**src/rtl/serial_pkg.sv**
```systemverilog
// Shared state encoding, parity-mode constants and parity helper for the serial receiver.
package serial_pkg;

    typedef enum logic [2:0] {
        S_IDLE,
        S_START,
        S_DATA,
        S_PARITY,
        S_STOP,
        S_WAIT_HIGH
    } rx_state_e;

    localparam int PARITY_NONE = 0;
    localparam int PARITY_EVEN = 1;
    localparam int PARITY_ODD  = 2;

    // data_xor is the XOR of all data bits; returns 1 when the parity bit disagrees with the mode.
    function automatic logic parity_mismatch(input logic data_xor, input logic par_bit, input int mode);
        logic sum;
        sum = data_xor ^ par_bit;
        return (mode == PARITY_ODD) ? ~sum : sum;
    endfunction

endpackage

```
**src/rtl/bit_timer.sv**
```systemverilog
// Down-counting bit timer: loads on a strobe, holds at zero and flags expiry while at zero.
module bit_timer #(
    parameter int WIDTH = 4
) (
    input  logic             m_clock,
    input  logic             p_reset,
    input  logic             load,
    input  logic [WIDTH-1:0] load_val,
    output logic             expire
);

    logic [WIDTH-1:0] count_q, count_d;

    always_comb begin
        count_d = count_q;
        if (load) begin
            count_d = load_val;
        end else if (count_q != '0) begin
            count_d = count_q - 1'b1;
        end
    end

    always_ff @(posedge m_clock) begin
        if (p_reset) begin
            count_q <= '0;
        end else begin
            count_q <= count_d;
        end
    end

    assign expire = (count_q == '0);

endmodule

```
**src/rtl/serial_rx.sv**
```systemverilog
// Asynchronous serial receiver with mid-bit sampling, optional parity, framing check and a
// one-word valid/ready output buffer that drops (and flags) frames completing while it is full.
module serial_rx
    import serial_pkg::*;
#(
    parameter int CLKS_PER_BIT = 650,
    parameter int DATA_BITS    = 8,
    parameter int PARITY       = 0,
    parameter int STOP_BITS    = 1,
    parameter int MSB_FIRST    = 0
) (
    input  logic                 m_clock,
    input  logic                 p_reset,
    input  logic                 RDX,
    output logic [DATA_BITS-1:0] rx_data,
    output logic                 rx_valid,
    input  logic                 rx_ready,
    output logic                 parity_err,
    output logic                 frame_err,
    output logic                 overrun,
    output logic                 busy
);

    localparam int TW = $clog2(CLKS_PER_BIT);
    localparam int CW = 4;
    localparam logic [TW-1:0] HALF_BIT  = TW'(CLKS_PER_BIT / 2);
    localparam logic [TW-1:0] FULL_BIT  = TW'(CLKS_PER_BIT - 1);
    localparam logic [CW-1:0] LAST_DATA = CW'(DATA_BITS - 1);
    localparam logic [CW-1:0] LAST_STOP = CW'(STOP_BITS - 1);

    rx_state_e            state_q, state_d;
    logic [1:0]           sync_q, sync_d;
    logic [CW-1:0]        bit_cnt_q, bit_cnt_d;
    logic [DATA_BITS-1:0] shift_q, shift_d;
    logic                 frm_perr_q, frm_perr_d;
    logic                 frm_ferr_q, frm_ferr_d;
    logic                 done_q, done_d;
    logic [DATA_BITS-1:0] rx_data_q, rx_data_d;
    logic                 rx_valid_q, rx_valid_d;
    logic                 parity_err_q, parity_err_d;
    logic                 frame_err_q, frame_err_d;
    logic                 overrun_q, overrun_d;

    logic          rxs;
    logic          stop_err;
    logic          tmr_load;
    logic [TW-1:0] tmr_val;
    logic          tmr_expire;

    assign sync_d = {sync_q[0], RDX};
    assign rxs    = sync_q[1];

    bit_timer #(
        .WIDTH(TW)
    ) u_bit_timer (
        .m_clock (m_clock),
        .p_reset (p_reset),
        .load    (tmr_load),
        .load_val(tmr_val),
        .expire  (tmr_expire)
    );

    // Frame FSM: every sample is taken when the timer expires, which lands mid-bit after the half-bit start wait.
    always_comb begin
        state_d    = state_q;
        bit_cnt_d  = bit_cnt_q;
        shift_d    = shift_q;
        frm_perr_d = frm_perr_q;
        frm_ferr_d = frm_ferr_q;
        done_d     = 1'b0;
        tmr_load   = 1'b0;
        tmr_val    = FULL_BIT;
        stop_err   = frm_ferr_q | ~rxs;
        case (state_q)
            S_IDLE: begin
                if (!rxs) begin
                    state_d    = S_START;
                    tmr_load   = 1'b1;
                    tmr_val    = HALF_BIT;
                    bit_cnt_d  = '0;
                    frm_perr_d = 1'b0;
                    frm_ferr_d = 1'b0;
                end
            end
            S_START: begin
                if (tmr_expire) begin
                    if (rxs) begin
                        state_d = S_IDLE;
                    end else begin
                        state_d  = S_DATA;
                        tmr_load = 1'b1;
                    end
                end
            end
            S_DATA: begin
                if (tmr_expire) begin
                    tmr_load = 1'b1;
                    if (MSB_FIRST != 0) begin
                        shift_d = {shift_q[DATA_BITS-2:0], rxs};
                    end else begin
                        shift_d = {rxs, shift_q[DATA_BITS-1:1]};
                    end
                    if (bit_cnt_q == LAST_DATA) begin
                        bit_cnt_d = '0;
                        state_d   = (PARITY != PARITY_NONE) ? S_PARITY : S_STOP;
                    end else begin
                        bit_cnt_d = bit_cnt_q + 1'b1;
                    end
                end
            end
            S_PARITY: begin
                if (tmr_expire) begin
                    tmr_load   = 1'b1;
                    frm_perr_d = parity_mismatch(^shift_q, rxs, PARITY);
                    state_d    = S_STOP;
                end
            end
            S_STOP: begin
                if (tmr_expire) begin
                    frm_ferr_d = stop_err;
                    if (bit_cnt_q == LAST_STOP) begin
                        done_d    = 1'b1;
                        bit_cnt_d = '0;
                        state_d   = stop_err ? S_WAIT_HIGH : S_IDLE;
                    end else begin
                        bit_cnt_d = bit_cnt_q + 1'b1;
                        tmr_load  = 1'b1;
                    end
                end
            end
            S_WAIT_HIGH: begin
                if (rxs) begin
                    state_d = S_IDLE;
                end
            end
            default: state_d = S_IDLE;
        endcase
    end

    // Output buffer: a completed frame loads only if the buffer is empty or being emptied this cycle.
    always_comb begin
        rx_data_d    = rx_data_q;
        rx_valid_d   = rx_valid_q;
        parity_err_d = parity_err_q;
        frame_err_d  = frame_err_q;
        overrun_d    = 1'b0;
        if (done_q) begin
            if (!rx_valid_q || rx_ready) begin
                rx_data_d    = shift_q;
                parity_err_d = frm_perr_q;
                frame_err_d  = frm_ferr_q;
                rx_valid_d   = 1'b1;
            end else begin
                overrun_d = 1'b1;
            end
        end else if (rx_valid_q && rx_ready) begin
            rx_valid_d = 1'b0;
        end
    end

    always_ff @(posedge m_clock) begin
        if (p_reset) begin
            state_q      <= S_IDLE;
            sync_q       <= 2'b11;
            bit_cnt_q    <= '0;
            shift_q      <= '0;
            frm_perr_q   <= 1'b0;
            frm_ferr_q   <= 1'b0;
            done_q       <= 1'b0;
            rx_data_q    <= '0;
            rx_valid_q   <= 1'b0;
            parity_err_q <= 1'b0;
            frame_err_q  <= 1'b0;
            overrun_q    <= 1'b0;
        end else begin
            state_q      <= state_d;
            sync_q       <= sync_d;
            bit_cnt_q    <= bit_cnt_d;
            shift_q      <= shift_d;
            frm_perr_q   <= frm_perr_d;
            frm_ferr_q   <= frm_ferr_d;
            done_q       <= done_d;
            rx_data_q    <= rx_data_d;
            rx_valid_q   <= rx_valid_d;
            parity_err_q <= parity_err_d;
            frame_err_q  <= frame_err_d;
            overrun_q    <= overrun_d;
        end
    end

    assign rx_data    = rx_data_q;
    assign rx_valid   = rx_valid_q;
    assign parity_err = parity_err_q;
    assign frame_err  = frame_err_q;
    assign overrun    = overrun_q;
    assign busy       = (state_q != S_IDLE);

endmodule

```
**config.mk**
```make
export PLATFORM = sky130hd
export DESIGN_NAME = serial_rx
export DESIGN_NICKNAME = d
export VERILOG_FILES = /design/src/rtl/serial_pkg.sv /design/src/rtl/bit_timer.sv /design/src/rtl/serial_rx.sv
export SDC_FILE = /design/constraint.sdc
export NUM_CORES = 1
export LEC_CHECK = 0
export ABC_AREA = 1
export CORE_ASPECT_RATIO = 1.4
export CORE_MARGIN = 1.5
export CORE_UTILIZATION = 45
export DETAILED_ROUTE_END_ITERATION = 8
export HOLD_SLACK_MARGIN = 0.12
export SLEW_MARGIN = 20
export SYNTH_ARGS = -nofsm -noshare
export SYNTH_HDL_FRONTEND = slang
export SYNTH_SLANG_ARGS = --single-unit
```
**constraint.sdc**
```tcl
create_clock -name m_clock -period 1.9 [get_ports m_clock]
set_input_delay 0.19 -clock m_clock [delete_from_list [all_inputs] [get_ports m_clock]]
set_output_delay 0.19 -clock m_clock [all_outputs]
set_load 0.05 [all_outputs]
```
==> impl_metrics.csv <==
group,metric,value,unit
critical_path,reg2reg_depth,11,
route,wl_per_cell,11.8,µm
die,die_y,85.9,µm
finish,fillCellCount,521,
route,drtIter0Drc,112,
logic_synthesis,yosys.area.top_type,"dfxtp_1",
power_and_ir_drop,p_per_area,1450,nW/µm²
sta,tns,0,ns
clock_tree,numCtsBuffers,5,
clock_tree,cts.path.max_buffers,2,
route,vias,1951,
die,coreArea,4800,µm²
clock_tree,root_buffer,"clkbuf_8",
logic_synthesis,synth_nets,321,
sta,rsz0062_at_grt,"false",
global_routing,grt_max_degree,28,
clock_tree,cts_hold_buffers,0,
logic_synthesis,ys.warnings.count,0,
critical_path,cp_num_cells,11,
sta,finalCriticalPeriod,1.67,ns
global_routing,grt_antenna_before_repair,0,
die,pin_count,17,
placement,port_buffers,16,
min_path,hold_path_depth,1,
die,die_w,62.2,µm
logic_synthesis,ys_seq_area_share,38.0,%
critical_path,rrSetupSlack,0.23,ns
die,core.rowCount,30,
global_routing,grt_pass1_wl,8.07,mm
clock_tree,cts_tree,"built",
finish,multi_input_area,1170,µm²
finish,layout_commonest_cell,"nand2_1",
sta,hold_viol_final,0,
route,wl,4.76,mm
critical_path,critPathArrivalTime,1.89,ns
finish,fin_cells,402,
placement,placed_cells,390,
global_routing,gr-total-overflow,0,
critical_path,critPathLaunchType,"flop",
finish,final_cell_mix,"nand2_1, dfxtp_1, nor2_1",
critical_path,critPathBufInv,4,
route,vias_per_cell,4.85,
sta,tightest_slew,0.514,ns
critical_path,path_common_cell,"inv_1",
logic_synthesis,synth.area.top_cells,"dfxtp_1, nand2_1, nor2_1",
finish,regArea,841,µm²
die,floorplan.initialDensity,46.0,%
outcome,outcome,"completed",
route,route.detailed.drc,0,
logic_synthesis,synth_cell_types,33,
critical_path,r2r_end,"shift_q[0]",
logic_synthesis,yosysTopAreaCellShare,38.0,%
global_routing,grt_usage,19.0,%
clock_tree,clkTransAtPathRegs,0.08,ns
critical_path,path_cells,"inv_1, ha_1, inv_1, nor2_1, nand2_1, inv_2, nand2_4, nor2_4, buf_2, o21ai_0, a21oi_1",
critical_path,slowest_delay,0.32,ns
finish,n_antenna_cell,0,
clock_tree,cts_sinks,42,
critical_path,timing_worst_setup_path_type,"reg -> reg",
critical_path,cp_top_family,"simple AND/OR/NAND/NOR gates",
critical_path,cp-endpoint,"shift_q[0]",
finish,syn_to_final_growth,16.7,%
route,ant_nets,0,
finish,final_core_util,53.7,%
logic_synthesis,synth_cells,313,
critical_path,crit-reg2reg-launch,"u_bit_timer.count_q[0]",
critical_path,worstSetupStartpoint,"u_bit_timer.count_q[0]",
critical_path,crit_path_end_kind,"flop",
clock_tree,htree_levels,2,
route,dr.pass1.iters,4,
critical_path,critPathMaxFanout,11,
placement,place_hpwl,3.58,mm
power_and_ir_drop,ir_drop,0.950,mV
sta,relSlewSlack,65.6,%
logic_synthesis,syn_area,2210,µm²
sta,fmax,599,MHz
sta,post-route-period-util,87.8,%
finish,drive_gt1_share,15.4,%
flow_run,cap_violations,0,
power_and_ir_drop,power,3.75,mW
sta,finalMaxSlewViolations,0,
placement,place_congestion,0.784,
die,die_area,5350,µm²
finish,fin_nets,345,
logic_synthesis,syn_avg_cell_area,7.06,µm²
critical_path,required,2.12,ns
power_and_ir_drop,cellLeakagePower,1.16,nW
sta,fin_skew,0.00790,ns
sta,finalSetupViolCount,0,
critical_path,cpMaxStageDelayCell,"dfxtp_1",
global_routing,grt_pass1_vias,1777,
clock_tree,clkLatencyLatePin,0.29,ns
logic_synthesis,ys_ff_latch,42,
min_path,hold_path_class,"reg -> reg",
-- logic make-up (layout without fill, tap and decap cells) --
| family | after synthesis | count (layout) | share of synthesized area [%] |
|---|---|---|---|
| xor+xnor | 5 | 5 | 1.98 |
| simple gates | 148 | 148 | 32.9 |
| fa+ha+maj | 4 | 4 | 2.26 |
| compound gates | 64 | 64 | 15.6 |
| flops | 42 | 42 | 38.0 |
| buf+inv | 50 | 75 | 9.22 |
-- synthesized netlist by cell type --
cell,count
nor3_1,6
nand2_1,68
o211ai_1,1
o31ai_1,1
nand3_1,10
nand2_8,1
clkbuf_1,4
a21boi_0,1
nor2_1,38
a21oi_1,24
nor3_2,2
nand3b_4,1
nor2_2,4
a31oi_1,2
dfxtp_1,42
nand2_2,3
a31o_1,1
nor2_4,7
or2_2,2
ha_1,4
inv_2,9
nand4_1,2
xnor2_1,2
a21oi_2,3
buf_4,1
inv_1,34
nand2_4,1
o21ai_1,6
o21ai_0,25
xor2_1,3
clkinv_4,1
buf_6,1
nand3_2,3
-- report_power, final --
part	switching [mW]	internal, mW	leakage [nW]	total, mW
clock	0.303	0.392	0.0514	0.695
sequential	0.146	1.03	0.342	1.18
combinational	1.22	0.656	0.769	1.88
total	1.67	2.08	1.16	3.75
-- routing by layer --
layer | vias up | global-route usage [%] | wire length [µm]
li1 | 1046 | - | -
met1 | 873 | 22.6 | 2170
met2 | 27 | 34.9 | 2430
met3 | 5 | 2.89 | 109
met4 | 0 | 6.06 | 57
met5 | - | 0 | 0
-- flip-flops by register name, summed over array words and instances (netlist names) --
register	flops
overrun	1
parity_err	1
rx_valid	1
shift_q	8
rx_data	8
state_q	3
frm_ferr_q	1
bit_cnt_q	4
frame_err	1
sync_q	2
done_q	1
u_bit_timer.count_q	10
frm_perr_q	1
-- metrics by stage --
step / hold WS, ns / area, µm² / setup WS, ns
final: 0.418 / 2580 / 0.231
after global routing: 0.449 / 2580 / 0.0722
after CTS: 0.422 / 2550 / 0.0902
after detailed placement: 0.405 / 2440 / 0.108
after global placement: 0.405 / 2440 / 0.208
after floorplan: 0.294 / 2210 / 0.407
-- area by class of cell --
type | instances | share of cell area [%]
tap | 64 | 3.10
inverter | 44 | 6.60
clock buffer | 6 | 2.81
sequential | 42 | 32.6
timing repair buffer | 23 | 8.05
clock inverter | 2 | 1.45
multi-input combinational | 221 | 45.4
-- worst min path at each step --
stage | start | endpoint | slack (ns)
floorplan | RDX | sync_q[0] | 0.29
finish | sync_q[0] | sync_q[1] | 0.42
CTS | sync_q[0] | sync_q[1] | 0.42
global route | sync_q[0] | sync_q[1] | 0.45
global placement | sync_q[0] | sync_q[1] | 0.40
detailed placement | sync_q[0] | sync_q[1] | 0.41
-- what timing repair did --
| action | in CTS | in global routing |
|---|---|---|
| resized for setup | 0 | 1 |
| buffers inserted | 0 | 4 |
| endpoints found under the setup margin | 0 | 8 |
(Power assumes the default switching activity.)
